[src/rtl/fu_sequencer.sv]
// Multicycle issue controller for the 8-bit function unit: fetch, execute,
// 4x8 register file, {N,Z,C} flags, plus load-immediate, branch and halt.
module fu_sequencer #(
  parameter logic [7:0] START_PC = 8'h00
) (
  input  logic        clk,
  input  logic        rst,
  input  logic        start,
  output logic [7:0]  pc,
  output logic        instr_req,
  input  logic        instr_valid,
  input  logic [15:0] instr,
  output logic [7:0]  fu_a,
  output logic [7:0]  fu_b,
  output logic [3:0]  fu_sel,
  input  logic [7:0]  fu_g,
  input  logic        fu_n,
  input  logic        fu_z,
  input  logic        fu_c,
  output logic [2:0]  flags,
  output logic        busy,
  output logic        halted,
  input  logic [1:0]  dbg_sel,
  output logic [7:0]  dbg_data
);

  typedef enum logic [1:0] {S_IDLE, S_FETCH, S_EXEC, S_HALT} state_t;

  localparam logic [3:0] OP_CTRL  = 4'b1111;
  localparam logic [1:0] CT_LDI   = 2'b00;
  localparam logic [1:0] CT_BR    = 2'b01;
  localparam logic [1:0] CT_HALT  = 2'b10;

  state_t          state_q, state_d;
  logic [7:0]      pc_q, pc_d;
  logic [15:0]     ir_q, ir_d;
  logic [3:0][7:0] regs_q, regs_d;
  logic [2:0]      flags_q, flags_d;

  logic [3:0] op;
  logic [1:0] rd, ra, rb;
  logic [7:0] pc_inc;
  logic       br_taken;
  logic       c_update;

  assign op     = ir_q[15:12];
  assign rd     = ir_q[11:10];
  assign ra     = ir_q[9:8];
  assign rb     = ir_q[7:6];
  assign pc_inc = pc_q + 8'd1;

  // Branch condition is judged against the flags held before this EXEC.
  always_comb begin
    br_taken = 1'b0;
    unique case (ir_q[9:8])
      2'b00: br_taken = 1'b1;
      2'b01: br_taken = flags_q[1];
      2'b10: br_taken = flags_q[2];
      2'b11: br_taken = flags_q[0];
    endcase
  end

  // Only the arithmetic selects 0001..0110 produce a meaningful carry.
  assign c_update = (op >= 4'b0001) && (op <= 4'b0110);

  always_comb begin
    state_d = state_q;
    pc_d    = pc_q;
    ir_d    = ir_q;
    regs_d  = regs_q;
    flags_d = flags_q;
    fu_a    = 8'h00;
    fu_b    = 8'h00;
    fu_sel  = 4'b0000;

    unique case (state_q)
      S_IDLE: begin
        if (start) state_d = S_FETCH;
      end

      S_FETCH: begin
        if (instr_valid) begin
          ir_d    = instr;
          state_d = S_EXEC;
        end
      end

      S_EXEC: begin
        state_d = S_FETCH;
        if (op != OP_CTRL) begin
          fu_a       = regs_q[ra];
          fu_b       = regs_q[rb];
          fu_sel     = op;
          regs_d[rd] = fu_g;
          flags_d[2] = fu_n;
          flags_d[1] = fu_z;
          if (c_update) flags_d[0] = fu_c;
          pc_d       = pc_inc;
        end else begin
          unique case (ir_q[11:10])
            CT_LDI: begin
              regs_d[ir_q[9:8]] = ir_q[7:0];
              pc_d              = pc_inc;
            end
            CT_BR:   pc_d    = br_taken ? ir_q[7:0] : pc_inc;
            CT_HALT: state_d = S_HALT;
            default: pc_d    = pc_inc;
          endcase
        end
      end

      S_HALT: begin
        if (start) begin
          pc_d    = START_PC;
          state_d = S_FETCH;
        end
      end
    endcase
  end

  always_ff @(posedge clk) begin
    if (rst) begin
      state_q <= S_IDLE;
      pc_q    <= START_PC;
      ir_q    <= 16'h0000;
      regs_q  <= '0;
      flags_q <= 3'b000;
    end else begin
      state_q <= state_d;
      pc_q    <= pc_d;
      ir_q    <= ir_d;
      regs_q  <= regs_d;
      flags_q <= flags_d;
    end
  end

  assign pc        = pc_q;
  assign instr_req = (state_q == S_FETCH);
  assign busy      = (state_q == S_FETCH) || (state_q == S_EXEC);
  assign halted    = (state_q == S_HALT);
  assign flags     = flags_q;
  assign dbg_data  = regs_q[dbg_sel];

endmodule
[config.mk]
export PLATFORM = sky130hd
export DESIGN_NAME = fu_sequencer
export DESIGN_NICKNAME = d
export VERILOG_FILES = /design/src/rtl/fu_sequencer.sv
export SDC_FILE = /design/constraint.sdc
export NUM_CORES = 1
export LEC_CHECK = 0
export BUFFER_PORTS_ARGS = -buffer_cell sky130_fd_sc_hd__buf_2
export CAP_MARGIN = 20
export CELL_PAD_IN_SITES_DETAIL_PLACEMENT = 1
export CELL_PAD_IN_SITES_GLOBAL_PLACEMENT = 1
export CORE_UTILIZATION = 45
export CTS_CLUSTER_DIAMETER = 50
export DETAILED_ROUTE_END_ITERATION = 8
export PLACE_DENSITY_LB_ADDON = 0.1
export SYNTH_ARGS = -nofsm -noshare
export SYNTH_HDL_FRONTEND = slang
export SYNTH_SLANG_ARGS = --single-unit
[constraint.sdc]
create_clock -name clk -period 2.82 [get_ports clk]
set_input_delay 0.423 -clock clk [delete_from_list [all_inputs] [get_ports clk]]
set_output_delay 0.423 -clock clk [all_outputs]
set_load 0.01 [all_outputs]
# Word-level counts from Yosys, hierarchy flattened
# Index checks and enable logic that the tools add are counted.
# word_totals
ff_bits	61
in_bits	33
output_inout_bits	42
elab_cells	78
# op_classes
addsub	1
magnitude_cmp	8
eq_ne	13
n_mux	31
reduce_logical	16
# ops
cell	count
8-bit 2-to-1 mux	12
32-bit bitwise mux	2
32-bit 2-to-1 mux	2
8-bit binary-select mux with 2-bit select	3
8-bit demux with 2-bit select	2
8-bit case mux with 2 select lines	2
2-bit by 3-bit < comparator with 1-bit output, second input constant	4
2-bit == test, second input constant	5
8-bit by 1-bit adder with 8-bit output, second input constant	1
2-bit 2-to-1 mux	4
4-bit 2-to-1 mux	2
2-bit AND reduction	4
2-bit by 1-bit == test with 1-bit output, second input constant	3
2-bit logical NOT	3
2-bit case mux with 3 select lines	1
3-bit AND reduction	2
2-bit by 1-bit >= comparator with 1-bit output, second input constant	2
4-bit by 1-bit >= comparator with 1-bit output, second input constant	1
4-bit by 3-bit <= comparator with 1-bit output, second input constant	1
2-bit by 1-bit != test with 1-bit output, second input constant	2
4-bit != test, second input constant	1
1-bit case mux with 4 select lines	1
2-bit nonzero test	2
1-bit logical AND	3
other kinds (4)	4

# Longest topological paths before layout
# Gate-level depths: netlist (run 1).
# logic_depth
word_depth	7
ltp_mapped	8
ltp_nobuf	6

# Least setup slack after synthesis (run 1)
# Ideal clock, no wire load.
# synth_path
path_type	register to output
startpoint	reg ir_q[7]
endpoint	out fu_b[2]
arrival_time_ps	1511
t_required_ps	2397
slack_ps	886
path_stages_with_launch	5
path_buffers	2
cell_sequence	dfxtp_1 -> clkbuf_1 -> buf_2 -> mux4_2 -> and3_1
# synth_via
elab_chain_len	4
# synth_lines
element	line	text
from (decl)	36	logic [15:0] ir_q, ir_d;
from (signal assigned)	131	ir_q <= ir_d;
8-bit binary-select mux with 2-bit select	92	fu_b = regs_q[rb];
8-bit 2-to-1 mux (not written as such)	92	
8-bit 2-to-1 mux	90	if (op != OP_CTRL) begin
8-bit 2-to-1 mux	76	unique case (state_q)
to (decl)	14	output logic [7:0] fu_b,
# No other way between the ends. The select of a mux whose other input is x is not followed.

# Worst setup path after layout (run 1)
# layout_path
startpoint	reg ir_q[9]
endpoint	out fu_a[2]
# layout_via
elab_chain_len	4
# layout_lines
element	line	text
8-bit binary-select mux with 2-bit select	91	fu_a = regs_q[ra];
8-bit 2-to-1 mux (not written as such)	91	
8-bit 2-to-1 mux	90	
8-bit 2-to-1 mux	76	
to (decl)	13	output logic [7:0] fu_a,
# No other way between the ends. The select of a mux whose other input is x is not followed.

==> out/qor.yml, run 1 <==
root_buffer: "clkbuf_8"
worstPathRequired_ns: 2.40
syn_nets: 475
final.period_utilization_pct: 92.8
max_stage_delay_ns: 0.93
io_buffers: 74
rows: 34
p_leak_nw: 1.76
grt_pass1_vias: 3925
nNetsFinal: 527
syn_area_um2: 4030
firstDrtPassIters: 4
first_iter_violations: 133
power_per_cell_area_nw_per_um2: 610
ys_async_sr_fraction_pct: 0
final.setup.tns_ns: 0
setup_viol: 0
dp_slack_ns: 0.505
drcViolationCount: 0
drive_gt1_share_pct: 33.1
die_h_um: 96.6
die_w_um: 96.6
antenna_found_initial: 0
place_hpwl_mm: 9.10
overflow: 0
viasPerCell: 6.43
finalWirelength_mm: 12.8
cp-end-kind: "output pin"
cts_buffer_depth: 2
synth_warnings: 0
status: "complete, no violations"
hold_viol: 0
grt_pass1_wl_mm: 20.9
dieArea_um2: 9340
utilization_pct: 53.3
crit_arrival_ns: 2.20
post_cts_resized: 0
path_buf_inv: 1
cts_tree: "done"
final_max_slew_viol_count: 0
route.vias.total: 3862
yosysUniqueCellTypes: 48
yosys.area.top_type_share_pct: 30.3
ir_drop_mv: 0.370
period_minus_slack_ns: 2.62
worst_pin_slew_ns: 0.922
worstSetupStartpointType: "flip-flop"
core_area_um2: 8680
hold_buffers: 0
clock_latency_ns: 0.35
htreeDepth: 3
p_total_mw: 2.82
synth_edf_count: 0
path_class: "flip-flop to output pin"
cp_top_family: "flip-flops"
max_freq_ghz: 0.382
clock-sinks: 61
wl_per_cell_um: 21.4
hp-class: "primary input to flip-flop"
post-cts-setup-buffers: 0
cts.reportedPaths.clkPinSlew_ns: 0.07
grt_max_degree: 36
critPathMaxFanout: 17
synth.area.top_cells: "dfxtp_1 (30%), mux4_2 (13%), a311oi_2 (8.9%)"
fin_cells: 601
cp_slowest_cell: "dfxtp_1"
cts_buffers: 9
final_common_cell: "buf_2"
synth-main-ff-cell: "dfxtp_1"
antenna_cells: 0
relSlewSlack_pct: 38.4
grt_use_total_pct: 28.2
synth_top_cell_by_area: "dfxtp_1"
io_pins: 75
ys_ff_latch: 61
syn_to_final_growth_pct: 14.7
place.gp.congestion: 0.843
rsz0062_at_grt: "no"
syn_inst: 437
synth_seq_area_share_pct: 30.3
fin_skew_ns: 0.0113
crit_chain: "mux4_2, and3_1, buf_2"
max-cap-violations: 0
start_util_pct: 46.4
placed_cells: 586
ant_nets: 0
fin_ws_ns: 0.202
syn_area_per_cell_um2: 9.22
mostFrequentLayoutCells: "buf_2 (74), dfxtp_1 (61), nand3_1 (53)"
layout make-up:
type | instances | area (um^2)
Multi-Input combinational cell | 324 | 2560
Inverter | 4 | 15.0
Tap cell | 108 | 135
Clock inverter | 4 | 47.5
Sequential cell | 61 | 1220
Fill cell | 1040 | 4060
Timing Repair Buffer | 89 | 495
Clock buffer | 11 | 151
path summary, 6_finish.rpt:
kind	from	endpoint	slack (ns)	cells after the start
max	ir_q[9]	fu_a[2]	0.20	3
min	instr[12]	ir_q[12]	0.31	3
max reg2reg	ir_q[9]	pc[4]	0.48	5
min reg2reg	flags[2]	flags[2]	0.49	2
per-layer routing:
metal	track usage, %	vias to the layer above	part of all wire [%]
li1	-	1766	-
met1	36.3	1941	43
met2	48.6	132	50
met3	3.68	23	4.6
met4	9.64	0	2.0
met5	0	-	0
sequential cells by signal, indices dropped and copies added (netlist names):
signal / count
regs_q: 32
pc: 8
state_q: 2
ir_q: 16
flags: 3
metrics by stage:
stage	hold WS, ns	area, um^2
3_5_place_dp	0.488	4420
6_report	0.311	4620
5_1_grt	0.319	4620
4_1_cts	0.302	4620
2_1_floorplan	0.477	4030
3_3_place_gp	0.490	4420
worst reg2reg max path: stages, from the launching register on:
cell	delay (ns)
dfxtp_1	0.93
mux2i_1	0.31
a2111oi_4	0.40
buf_4	0.24
a211oi_1	0.07
a211o_1	0.28
where the power goes:
group	internal [mW]	switching [mW]	leakage, nW
clock	0.448	0.368	0.101
sequential	0.954	0.158	0.494
combinational	0.379	0.514	1.16
cell usage after synthesis, drive strengths merged, types with 5 or more instances:
library cell / instances
a211oi: 16
nor2b: 7
o21ai: 12
and2: 6
nor2: 11
and3: 26
a21oi: 42
or3: 10
a311oi: 24
nand3: 53
a211o: 7
clkbuf: 26
dfxtp: 61
nand2b: 5
mux4: 24
ha: 5
nand2: 42
buf: 22
cell families after synthesis:
group,share of synthesized area (%)
buffers and inverters,6.24
multiplexers,15.8
flip-flops,30.3
AND/OR/NAND/NOR,23.1
AO/OA/AOI/OAI,23.0
adder cells (fa/ha/maj),1.55
(Power assumes the default switching activity.)
==> run 2, diff against run 1 <==
Settings changed: SETUP_SLACK_MARGIN from default to 0.3.
==> out/qor.yml, run 2 (synthesized netlist as in run 1, its figures left out) <==
status: "complete, no violations"
period_minus_slack_ns: 2.40
root_buffer: "clkbuf_8"
p_total_mw: 2.82
path_class: "flip-flop to output pin"
finalWirelength_mm: 12.8
hold_buffers: 0
hold_viol: 0
p_leak_nw: 1.76
regMostFlops: "regs_q"
final_common_cell: "buf_2"
wl_per_cell_um: 21.4
largest_reg_flops: 32
dp_slack_ns: 0.505
core_area_um2: 8680
grt_pass1_wl_mm: 20.9
drive_gt1_share_pct: 33.3
cts_buffers: 9
placed_cells: 586
nNetsFinal: 527
io_buffers: 74
clock_power_share_pct: 28.9
dieArea_um2: 9340
power_switching_share_pct: 36.9
htreeDepth: 3
fin_ws_ns: 0.421
p_int_mw: 1.78
hp-class: "primary input to flip-flop"
antenna_found_initial: 0
mostFrequentLayoutCells: "buf_2 (74), dfxtp_1 (60), nand3_1 (53)"
relSlewSlack_pct: 47.8
grt_pass1_vias: 3925
cts_tree: "done"
worstSetupStartpointType: "flip-flop"
clock_latency_ns: 0.35
final.period_utilization_pct: 85.1
crit_arrival_ns: 1.98
cts.reportedPaths.clkPinSlew_ns: 0.07
final_max_slew_viol_count: 0
place_hpwl_mm: 9.10
grt_use_total_pct: 28.2
worstPathRequired_ns: 2.40
route.vias.total: 3862
rows: 34
power_per_cell_area_nw_per_um2: 610
syn_to_final_growth_pct: 14.7
seqPwrFrac_pct: 39.4
die_w_um: 96.6
max_freq_ghz: 0.417
place.gp.congestion: 0.843
fin_cells: 601
rsz0062_at_grt: "no"
ir_drop_mv: 0.370
antenna_cells: 0
overflow: 0
firstDrtPassIters: 4
final.setup.tns_ns: 0
io_pins: 75
p_switching_mw: 1.04
grt_max_degree: 36
setup_viol: 0
fin_skew_ns: 0.0113
max-cap-violations: 0
worst_pin_slew_ns: 0.782
comb_power_share_pct: 31.6
ant_nets: 0
clock-sinks: 61
cp-end-kind: "output pin"
die_h_um: 96.6
drcViolationCount: 0
first_iter_violations: 133
critPathMaxFanout: 11
start_util_pct: 46.4
cts_buffer_depth: 2
viasPerCell: 6.43
fillers: 1039
run 2: worst max-delay path: stages (launching register included):
cell and delay, ns:
dfxtp_1 0.71, buf_4 0.29, mux4_2 0.30, and3_1 0.19
buf_2 0.13
run 2: what timing repair did:
action                     4_1_cts  5_1_grt
setup endpoints to repair        6        0
setup buffers                    0        0
resized for setup                1        0
run 2: metrics by stage:
stage / area (um^2) / hold WS, ns / util (%)
6_report: 4620 / 0.311 / 53.3
5_1_grt: 4620 / 0.319 / 53.3
4_1_cts: 4620 / 0.302 / 53.3
3_5_place_dp: 4420 / 0.488 / 51.0
3_3_place_gp: 4420 / 0.490 / 51.0
2_1_floorplan: 4030 / 0.477 / -
run 2: per-layer routing:
| layer | up-vias | track usage [%] | routed length (um) |
|---|---|---|---|
| met5 | - | 0 | 0 |
| met4 | 0 | 9.64 | 257 |
| met3 | 23 | 3.68 | 596 |
| met2 | 132 | 48.6 | 6470 |
| met1 | 1941 | 36.3 | 5520 |
| li1 | 1766 | - | - |
run 2: final timing paths:
kind | to | cells past startpoint | start | slack, ns
hold reg to reg | flags[2] | 2 | flags[2] | 0.49
setup / recovery | fu_a[2] | 4 | ir_q[8] | 0.42
setup reg to reg | regs_q[14] | 4 | ir_q[8] | 0.63
hold / removal | ir_q[12] | 3 | instr[12] | 0.31
run 2: power by group through the flow:
stage	Clock (mW)	Combinational [mW]	Sequential [mW]
2_1_floorplan	0	0.669	1.05
3_3_place_gp	0	0.859	1.12
3_5_place_dp	0	0.896	1.13
4_1_cts	0.826	0.898	1.11
5_1_grt	0.865	0.978	1.13
6_report	0.816	0.892	1.11
run 2: layout make-up:
cell class                 instances  area [um^2]  area share [%]
clock buffer                      11          151            3.27
clock inverter                     4         47.5            1.03
sequential                        61         1220            26.4
timing repair buffer              89          495            10.7
tap                              108          135            2.92
multi-input combinational        324         2560            55.3
inverter                           4         15.0           0.325
